==> config.mk <==
export PLATFORM = sky130hd
export DESIGN_NAME = alu_exec_unit
export DESIGN_NICKNAME = d
export VERILOG_FILES = /design/src/rtl/alu_exec_unit.sv
export SDC_FILE = /design/constraint.sdc
export NUM_CORES = 1
export LEC_CHECK = 0
export BUFFER_PORTS_ARGS = -buffer_cell sky130_fd_sc_hd__buf_2
export CAP_MARGIN = 20
export CORE_MARGIN = 5
export CORE_UTILIZATION = 25
export CTS_CLUSTER_DIAMETER = 200
export CTS_CLUSTER_SIZE = 12
export DETAILED_ROUTE_END_ITERATION = 16
export SYNTH_ARGS = -nofsm -noshare
export SYNTH_HDL_FRONTEND = slang
export SYNTH_SLANG_ARGS = --single-unit
export TNS_END_PERCENT = 30
==> constraint.sdc <==
create_clock -name clk -period 2.7 [get_ports clk]
set_clock_uncertainty 0.15 [all_clocks]
set_input_delay 0.27 -clock clk [delete_from_list [all_inputs] [get_ports clk]]
set_output_delay 0.27 -clock clk [all_outputs]
set_load 0.02 [all_outputs]
==> src/rtl/alu_exec_unit.sv <==
// 32-bit execution unit for the {Sign, ALUCtrl} control word: single-cycle logic/arith ops,
// iterative one-bit-per-cycle shifts, valid/ready request and response channels.
module alu_exec_unit (
    input  logic        clk,
    input  logic        reset,
    input  logic        in_valid,
    output logic        in_ready,
    input  logic        Sign,
    input  logic [4:0]  ALUCtrl,
    input  logic [31:0] A,
    input  logic [31:0] B,
    output logic        out_valid,
    input  logic        out_ready,
    output logic [31:0] result,
    output logic        zero,
    output logic        overflow,
    output logic        illegal
);

    localparam logic [4:0] OP_ADD = 5'd0;
    localparam logic [4:0] OP_SUB = 5'd1;
    localparam logic [4:0] OP_AND = 5'd2;
    localparam logic [4:0] OP_OR  = 5'd3;
    localparam logic [4:0] OP_XOR = 5'd4;
    localparam logic [4:0] OP_NOR = 5'd5;
    localparam logic [4:0] OP_SLL = 5'd6;
    localparam logic [4:0] OP_SRL = 5'd7;
    localparam logic [4:0] OP_SRA = 5'd8;
    localparam logic [4:0] OP_SLT = 5'd9;
    localparam logic [4:0] OP_LUI = 5'd10;

    typedef enum logic [1:0] {
        IDLE,
        SHIFT,
        DONE
    } state_t;

    typedef struct packed {
        logic [31:0] value;
        logic        ovf;
        logic        ill;
    } alu_res_t;

    state_t      state;
    logic [4:0]  cnt;
    logic [4:0]  op;
    alu_res_t    calc;
    logic [31:0] shifted;

    function automatic logic is_shift(input logic [4:0] code);
        return (code == OP_SLL) || (code == OP_SRL) || (code == OP_SRA);
    endfunction

    // Shift ops only reach this path with a zero amount, so they pass B through.
    function automatic alu_res_t alu_calc(input logic        sgn,
                                          input logic [4:0]  code,
                                          input logic [31:0] a,
                                          input logic [31:0] b);
        alu_res_t           r;
        logic [31:0]        sum;
        logic [31:0]        diff;
        logic signed [31:0] sa;
        logic signed [31:0] sb;
        sum     = a + b;
        diff    = a - b;
        sa      = a;
        sb      = b;
        r.value = '0;
        r.ovf   = 1'b0;
        r.ill   = 1'b0;
        case (code)
            OP_ADD: begin
                r.value = sum;
                r.ovf   = sgn & (a[31] == b[31]) & (sum[31] != a[31]);
            end
            OP_SUB: begin
                r.value = diff;
                r.ovf   = sgn & (a[31] != b[31]) & (diff[31] != a[31]);
            end
            OP_AND:  r.value = a & b;
            OP_OR:   r.value = a | b;
            OP_XOR:  r.value = a ^ b;
            OP_NOR:  r.value = ~(a | b);
            OP_SLL,
            OP_SRL,
            OP_SRA:  r.value = b;
            OP_SLT:  r.value = {31'd0, sgn ? (sa < sb) : (a < b)};
            OP_LUI:  r.value = {b[15:0], 16'h0000};
            default: r.ill = 1'b1;
        endcase
        return r;
    endfunction

    function automatic logic [31:0] shift_one(input logic [4:0] code, input logic [31:0] v);
        case (code)
            OP_SLL:  return {v[30:0], 1'b0};
            OP_SRL:  return {1'b0, v[31:1]};
            default: return {v[31], v[31:1]};
        endcase
    endfunction

    always_comb begin
        calc    = alu_calc(Sign, ALUCtrl, A, B);
        shifted = shift_one(op, result);
    end

    always_ff @(posedge clk or posedge reset) begin
        if (reset) begin
            state     <= IDLE;
            cnt       <= '0;
            op        <= '0;
            result    <= '0;
            zero      <= 1'b0;
            overflow  <= 1'b0;
            illegal   <= 1'b0;
            out_valid <= 1'b0;
            in_ready  <= 1'b1;
        end else begin
            case (state)
                IDLE: begin
                    if (in_valid) begin
                        in_ready <= 1'b0;
                        op       <= ALUCtrl;
                        if (is_shift(ALUCtrl) && (A[4:0] != 5'd0)) begin
                            result   <= B;
                            cnt      <= A[4:0];
                            zero     <= 1'b0;
                            overflow <= 1'b0;
                            illegal  <= 1'b0;
                            state    <= SHIFT;
                        end else begin
                            result    <= calc.value;
                            zero      <= (calc.value == 32'd0);
                            overflow  <= calc.ovf;
                            illegal   <= calc.ill;
                            out_valid <= 1'b1;
                            state     <= DONE;
                        end
                    end
                end
                SHIFT: begin
                    result <= shifted;
                    cnt    <= cnt - 5'd1;
                    if (cnt == 5'd1) begin
                        zero      <= (shifted == 32'd0);
                        out_valid <= 1'b1;
                        state     <= DONE;
                    end
                end
                DONE: begin
                    // Result and flags are held untouched until the consumer takes them.
                    if (out_ready) begin
                        out_valid <= 1'b0;
                        in_ready  <= 1'b1;
                        state     <= IDLE;
                    end
                end
                default: begin
                    state     <= IDLE;
                    out_valid <= 1'b0;
                    in_ready  <= 1'b1;
                end
            endcase
        end
    end

endmodule

---- Word level (Yosys, flattened, before mapping) ----
Index checks and enable logic that the tools add are counted.
cells by class
  multiplexer cells ....................... 30
  equality and inequality tests ........... 24
  bitwise operators ....................... 9
  add/sub/neg operators ................... 3
  reduce and logical (&&, ||, !) cells .... 18
  $lt $le $gt $ge ......................... 2
operators by type and width
  operator              count
  $pmux W32 S9          1
  $pmux W32 S2          2
  $logic_not A32 Y1     2
  $lt A32 B32 Y1        2
  $mux W32              2
  $add A32 B32 Y32      1
  $and A32 B32 Y32      1
  $not A32 Y32          1
  $or A32 B32 Y32       1
  $sub A32 B32 Y32      1
  $xor A32 B32 Y32      1
  $eq A5 B3 Y1 const B  6
  $eq A5 B4 Y1 const B  3
  $mux W1               13
  $reduce_and A3 Y1     4
  $reduce_or A11 Y1     1
  $eq A5 B1 Y1 const B  2
  $eq A5 B2 Y1 const B  2
  $mux W5               2
  $ne A2 B2 Y1 const B  5
  $pmux W5 S2           1
  $mux W2               4
  $pmux W1 S3           2
  $pmux W2 S3           1
  other kinds (17)      25
storage, ports and cells
  bits of input ports ..................... 74
  register bits ........................... 49
  output and inout port bits .............. 37
  logic and storage cells ................. 95

---- Logic depth before layout (Yosys ltp) ----
  word-level depth ........................ 7
  gate-level depth with buffers ........... 15
  mapped depth without buffers ............ 14

---- Worst setup path before layout ----
Ideal clock, no wire load.
  path type ............................... input -> register
  from .................................... input port A[8]
  to ...................................... register zero
  path buffers ............................ 1
  slack ................................... -928 ps
  arrival time ............................ 3402 ps
  data required time ...................... 2474 ps
  library setup time ...................... 76 ps
  stages on the path ...................... 14
  path through ............................ inv_1 ha_1 buf_6 a21o_1 a211o_1 a221o_1 a211oi_2 o21ai_2 a31oi_1 nor3_1 a211o_1 or4_1 or3_1 o21ai_1
between the ends
  cells in the longest elaborated chain, start to end .. 7
  elaborated cells on any way between the ends .. 14
  those cells by class .................... add/sub: 2; order compare: 2; mux: 5; bitwise: 4; reduce/logical: 1
RTL lines
  what                                               RTL line    RTL
  from (decl)                                        10          input logic [31:0] A,
  $lt A32 B32 Y1 or $or A32 B32 Y32 (tied branches)  87, 81, 83
  $mux W1 or $not A32 Y32 (tied branches)            87, 83
  $pmux W32 S9 (*)                                   71          case (code)
  $logic_not A32 Y1 (*)                              133         zero <= (calc.value == 32'd0);
  $mux W1 (*)                                        124         if (is_shift(ALUCtrl) && (A[4:0] != 5'd0)) begin
  $mux W1 (*)                                        121         if (in_valid) begin
  $pmux W1 S2 (*)                                    119         case (state)
  to (signal assigned)                               133
  to (signal assigned)                               145         zero <= (shifted == 32'd0);
  to (decl)                                          15          output logic zero,
Every way passes the cells marked *; elsewhere a longest branch is shown, timed or not. The select of a mux whose other input is x is not followed.
A chain may end at the register's enable or synchronous reset.

---- Final worst setup path ----
  from .................................... input port A[0]
  to ...................................... register zero
between the ends
  cells in the longest elaborated chain, start to end .. 7
  elaborated cells on any way between the ends .. 16
  those cells by class .................... add/sub: 2; order compare: 2; mux: 5; bitwise: 4; reduce/logical: 3
RTL lines
  what                                               RTL line
  $lt A32 B32 Y1 or $or A32 B32 Y32 (tied branches)  87, 81, 83
  $mux W1 or $not A32 Y32 (tied branches)            87, 83
  $pmux W32 S9                                       71
  $logic_not A32 Y1                                  133
  $mux W1 (*)                                        124
  $mux W1 (*)                                        121
  $pmux W1 S2 (*)                                    119
Marks and branches as above.

==> results.json <==
{
  "status": "finished with violations",
  "ys_top_cells_by_count": "133 x nand2_1, 108 x nor2_1, 106 x inv_1, 101 x a21oi_1, 98 x ha_1",
  "tns_ns": -11.41,
  "r2r-start": "state[1]$_DFFE_PP0P_",
  "fp.dieArea_um2": 40400,
  "fin_util_pct": 42.0,
  "power_switching_mw": 3.12,
  "ys.flop_type": "dfrtp_1",
  "switching_share_pct": 47.1,
  "synth_seq_cells": 49,
  "setup_violations": 26,
  "yosysSeqAreaShare_pct": 13.4,
  "row_count": 70,
  "final_max_slew_viol_count": 0,
  "place.gp.congestion": 1.01,
  "start_kind": "input pin",
  "cp_max_fo": 5,
  "core_region_area_um2": 36300,
  "cts_tree": "yes",
  "rsz0062_at_grt": "yes",
  "clk_latency_ns": 0.29,
  "fin_ws_ns": -1.06,
  "p_seq_share_pct": 22.2,
  "power_density_nw_per_um2": 433,
  "antennaDiodeCount": 0,
  "drtIter0Drc": 1201,
  "hold_path_class": "in2reg",
  "initial_core_util_pct": 25.1,
  "cts_root_buf": "clkbuf_16",
  "regToRegEndpoint": "zero$_DFFE_PP0P_",
  "min_to": "overflow$_DFFE_PP0P_",
  "firstDrtPassIters": 6,
  "synth_nets": 1447,
  "yosysMostFrequentCell": "nand2_1",
  "cts_inserted_buffers": 5,
  "dp_slack_ns": -1.71,
  "io_pins": 111,
  "violations": "setup timing",
  "cpPeakStageDelay_ns": 0.43,
  "antenna_found_initial": 0,
  "crit_buf_inv": 2,
  "cts_buffer_depth": 2,
  "hold_depth": 3,
  "yosys.area.top_type": "ha_1",
  "wirelength_um": 50500,
  "clock-sinks": 49,
  "hpwl_um": 41200,
  "fmax_ghz": 0.266,
  "ys_warn_count": 0,
  "htree_levels": 2,
  "worst_pin_slew_ns": 0.917,
  "ant_nets": 0,
  "endpoint_kind": "flip-flop",
  "grt_pass1_wl_um": 75800,
  "slew_headroom_pct": 38.6,
  "die_x_um": 201,
  "track_usage_pct": 23.6,
  "ir_drop_v": 0.000330,
  "total_power_mw": 6.61,
  "worst_path_most_repeated_cell": "a21o_1",
  "grt_max_degree": 60,
  "crit_start": "A[0]",
  "synth_top_area_share_pct": 13.4,
  "cp_slowest_cell": "or4_1",
  "yosys-top-cells-area": "ha_1 13%, dfrtp_1 13%, a21oi_1 5.5%",
  "critPathTopFamily": "compound AO/OA/AOI/OAI gates",
  "synthArstFlopShare_pct": 100,
  "finalInstanceArea_um2": 15300,
  "ys_types": 86,
  "drv_cap": 0,
  "crit_chain": "buf_12 > ha_4 > fa_2 > a21o_4 > buf_6 > a221o_1 > a21o_1 > a21oi_1 > o21ai_0 > a211o_1 > a21o_1 > nand4b_1 > or4_1 > or3_4 > o21ai_2",
  "syn_area_um2": 9130,
  "rrSetupSlack_ns": -0.45,
  "synthCells": 1273,
  "dieHeight_um": 201,
  "path_clk_slew_ns": 0.07,
  "grt_pass1_vias": 12400,
  "min_from": "Sign",
  "drc_errors": 0,
  "final_nets": 1987,
  "vias": 12500,
  "viasPerCell": 5.49,
  "comb_power_share_pct": 67.6,
  "p_int_mw": 3.49,
  "grt-ovfl-total": 0,
  "fin_crit_sh_pct": 139,
  "avgSynthCellArea_um2": 7.17,
  "reg2reg_depth": 11,
  "cp.required_ns": 2.78,
  "io_buffers": 110,
  "layout-drive-gt1-share_pct": 45.4,
  "placed_area_um2": 13800,
  "syn_to_final_growth_pct": 67.4,
  "synth_edf_count": 0,
  "clkPwrFrac_pct": 10.2,
  "critical_path_class": "in2reg",
  "post-route-min-period_ns": 3.76,
  "leakage_nw": 7.06,
  "hold_viol_final": 0,
  "routedWlPerCell_um": 22.1,
  "cp.arrival_ns": 3.84
}
[logic make-up (layout without fill, tap and decap cells)]
group	after synthesis	count (layout)	synth area share [%]
AO/OA/AOI/OAI	459	459	35.5
XOR/XNOR	10	10	0.959
adder cells (fa/ha/maj)	100	100	13.9
buffers and inverters	190	731	8.43
flip-flops	49	49	13.4
multiplexers	46	46	5.46
AND/OR/NAND/NOR	419	419	22.4
[cell type report]
class / count / area, um^2
clock buffer: 6 / 139
clock inverter: 2 / 17.5
fill: 3692 / 21100
inverter: 106 / 425
multi-input combinational: 1034 / 8240
sequential: 49 / 1230
tap: 468 / 586
timing repair buffer: 617 / 4640
[stage by stage]
step,hold slack (ns),instances
after floorplan,0.256,1273
after global placement,0.120,2244
after detailed placement,0.127,2244
after CTS,0.0942,2275
after global routing,0.124,2282
final,0.108,2282
[power by group through the flow]
| stage | Combinational [mW] | Sequential (mW) | Clock, mW |
|---|---|---|---|
| finish | 4.47 | 1.47 | 0.677 |
| global route | 4.79 | 1.52 | 0.712 |
| CTS | 4.27 | 1.46 | 0.690 |
| detailed placement | 4.01 | 1.47 | 0 |
| global placement | 3.96 | 1.45 | 0 |
| floorplan | 1.90 | 1.64 | 0 |
[per-layer routing]
metal / part of all wire, % / track usage (%) / vias to the layer above
met2: 45 / 38.2 / 547
met4: 2.7 / 5.85 / 0
li1: - / - / 5847
met5: 0 / 0 / -
met3: 7.7 / 3.21 / 88
met1: 45 / 33.4 / 6052
[how the worst max path moves through the flow]
stage,end,slack (ns),depth (start not counted)
after floorplan,zero$_DFFE_PP0P_,-0.75,13
after global placement,zero$_DFFE_PP0P_,-1.78,16
after detailed placement,zero$_DFFE_PP0P_,-1.71,16
after CTS,zero$_DFFE_PP0P_,-1.00,17
after global routing,zero$_DFFE_PP0P_,-1.20,15
final,zero$_DFFE_PP0P_,-1.06,15
[worst min-delay path, delay by kind of cell]
family                 cells  cell delay [ns]
buffers and inverters      1             0.13
and+or+nand+nor            1             0.07
AOI/OAI and AO/OA          1             0.05
[what timing repair did]
| item | 4_1_cts | 5_1_grt |
|---|---|---|
| setup buffers | 24 | 11 |
| resized for setup | 149 | 84 |
| endpoints found under the setup margin | 28 | 30 |
| pin swaps | 71 | 50 |
| hold buffers | 1 | 0 |
| endpoints found under the hold margin | 16 | 0 |
[layout by cell type, fill, tap and decap left out, types with 16 or more instances in the layout]
| cell type | instances |
|---|---|
| nor3_1 | 20 |
| mux2i_1 | 23 |
| o21ai_0 | 54 |
| buf_2 | 102 |
| mux2_2 | 17 |
| buf_4 | 472 |
| a21oi_1 | 84 |
| a222oi_1 | 21 |
| dfrtp_1 | 48 |
| o211ai_1 | 25 |
| a211oi_1 | 16 |
| buf_6 | 29 |
| inv_1 | 92 |
| ha_4 | 17 |
| nand2_1 | 129 |
| nand3_1 | 16 |
| ha_1 | 78 |
| nor2_1 | 102 |
| nor2b_1 | 20 |
| a21o_1 | 19 |
[registers in the layout, summed over array words and instances (netlist names), 2 cells and up]
register / count
result: 32
state: 2
cnt: 5
op: 5
No activity file was read; power rests on OpenSTA's default activity.
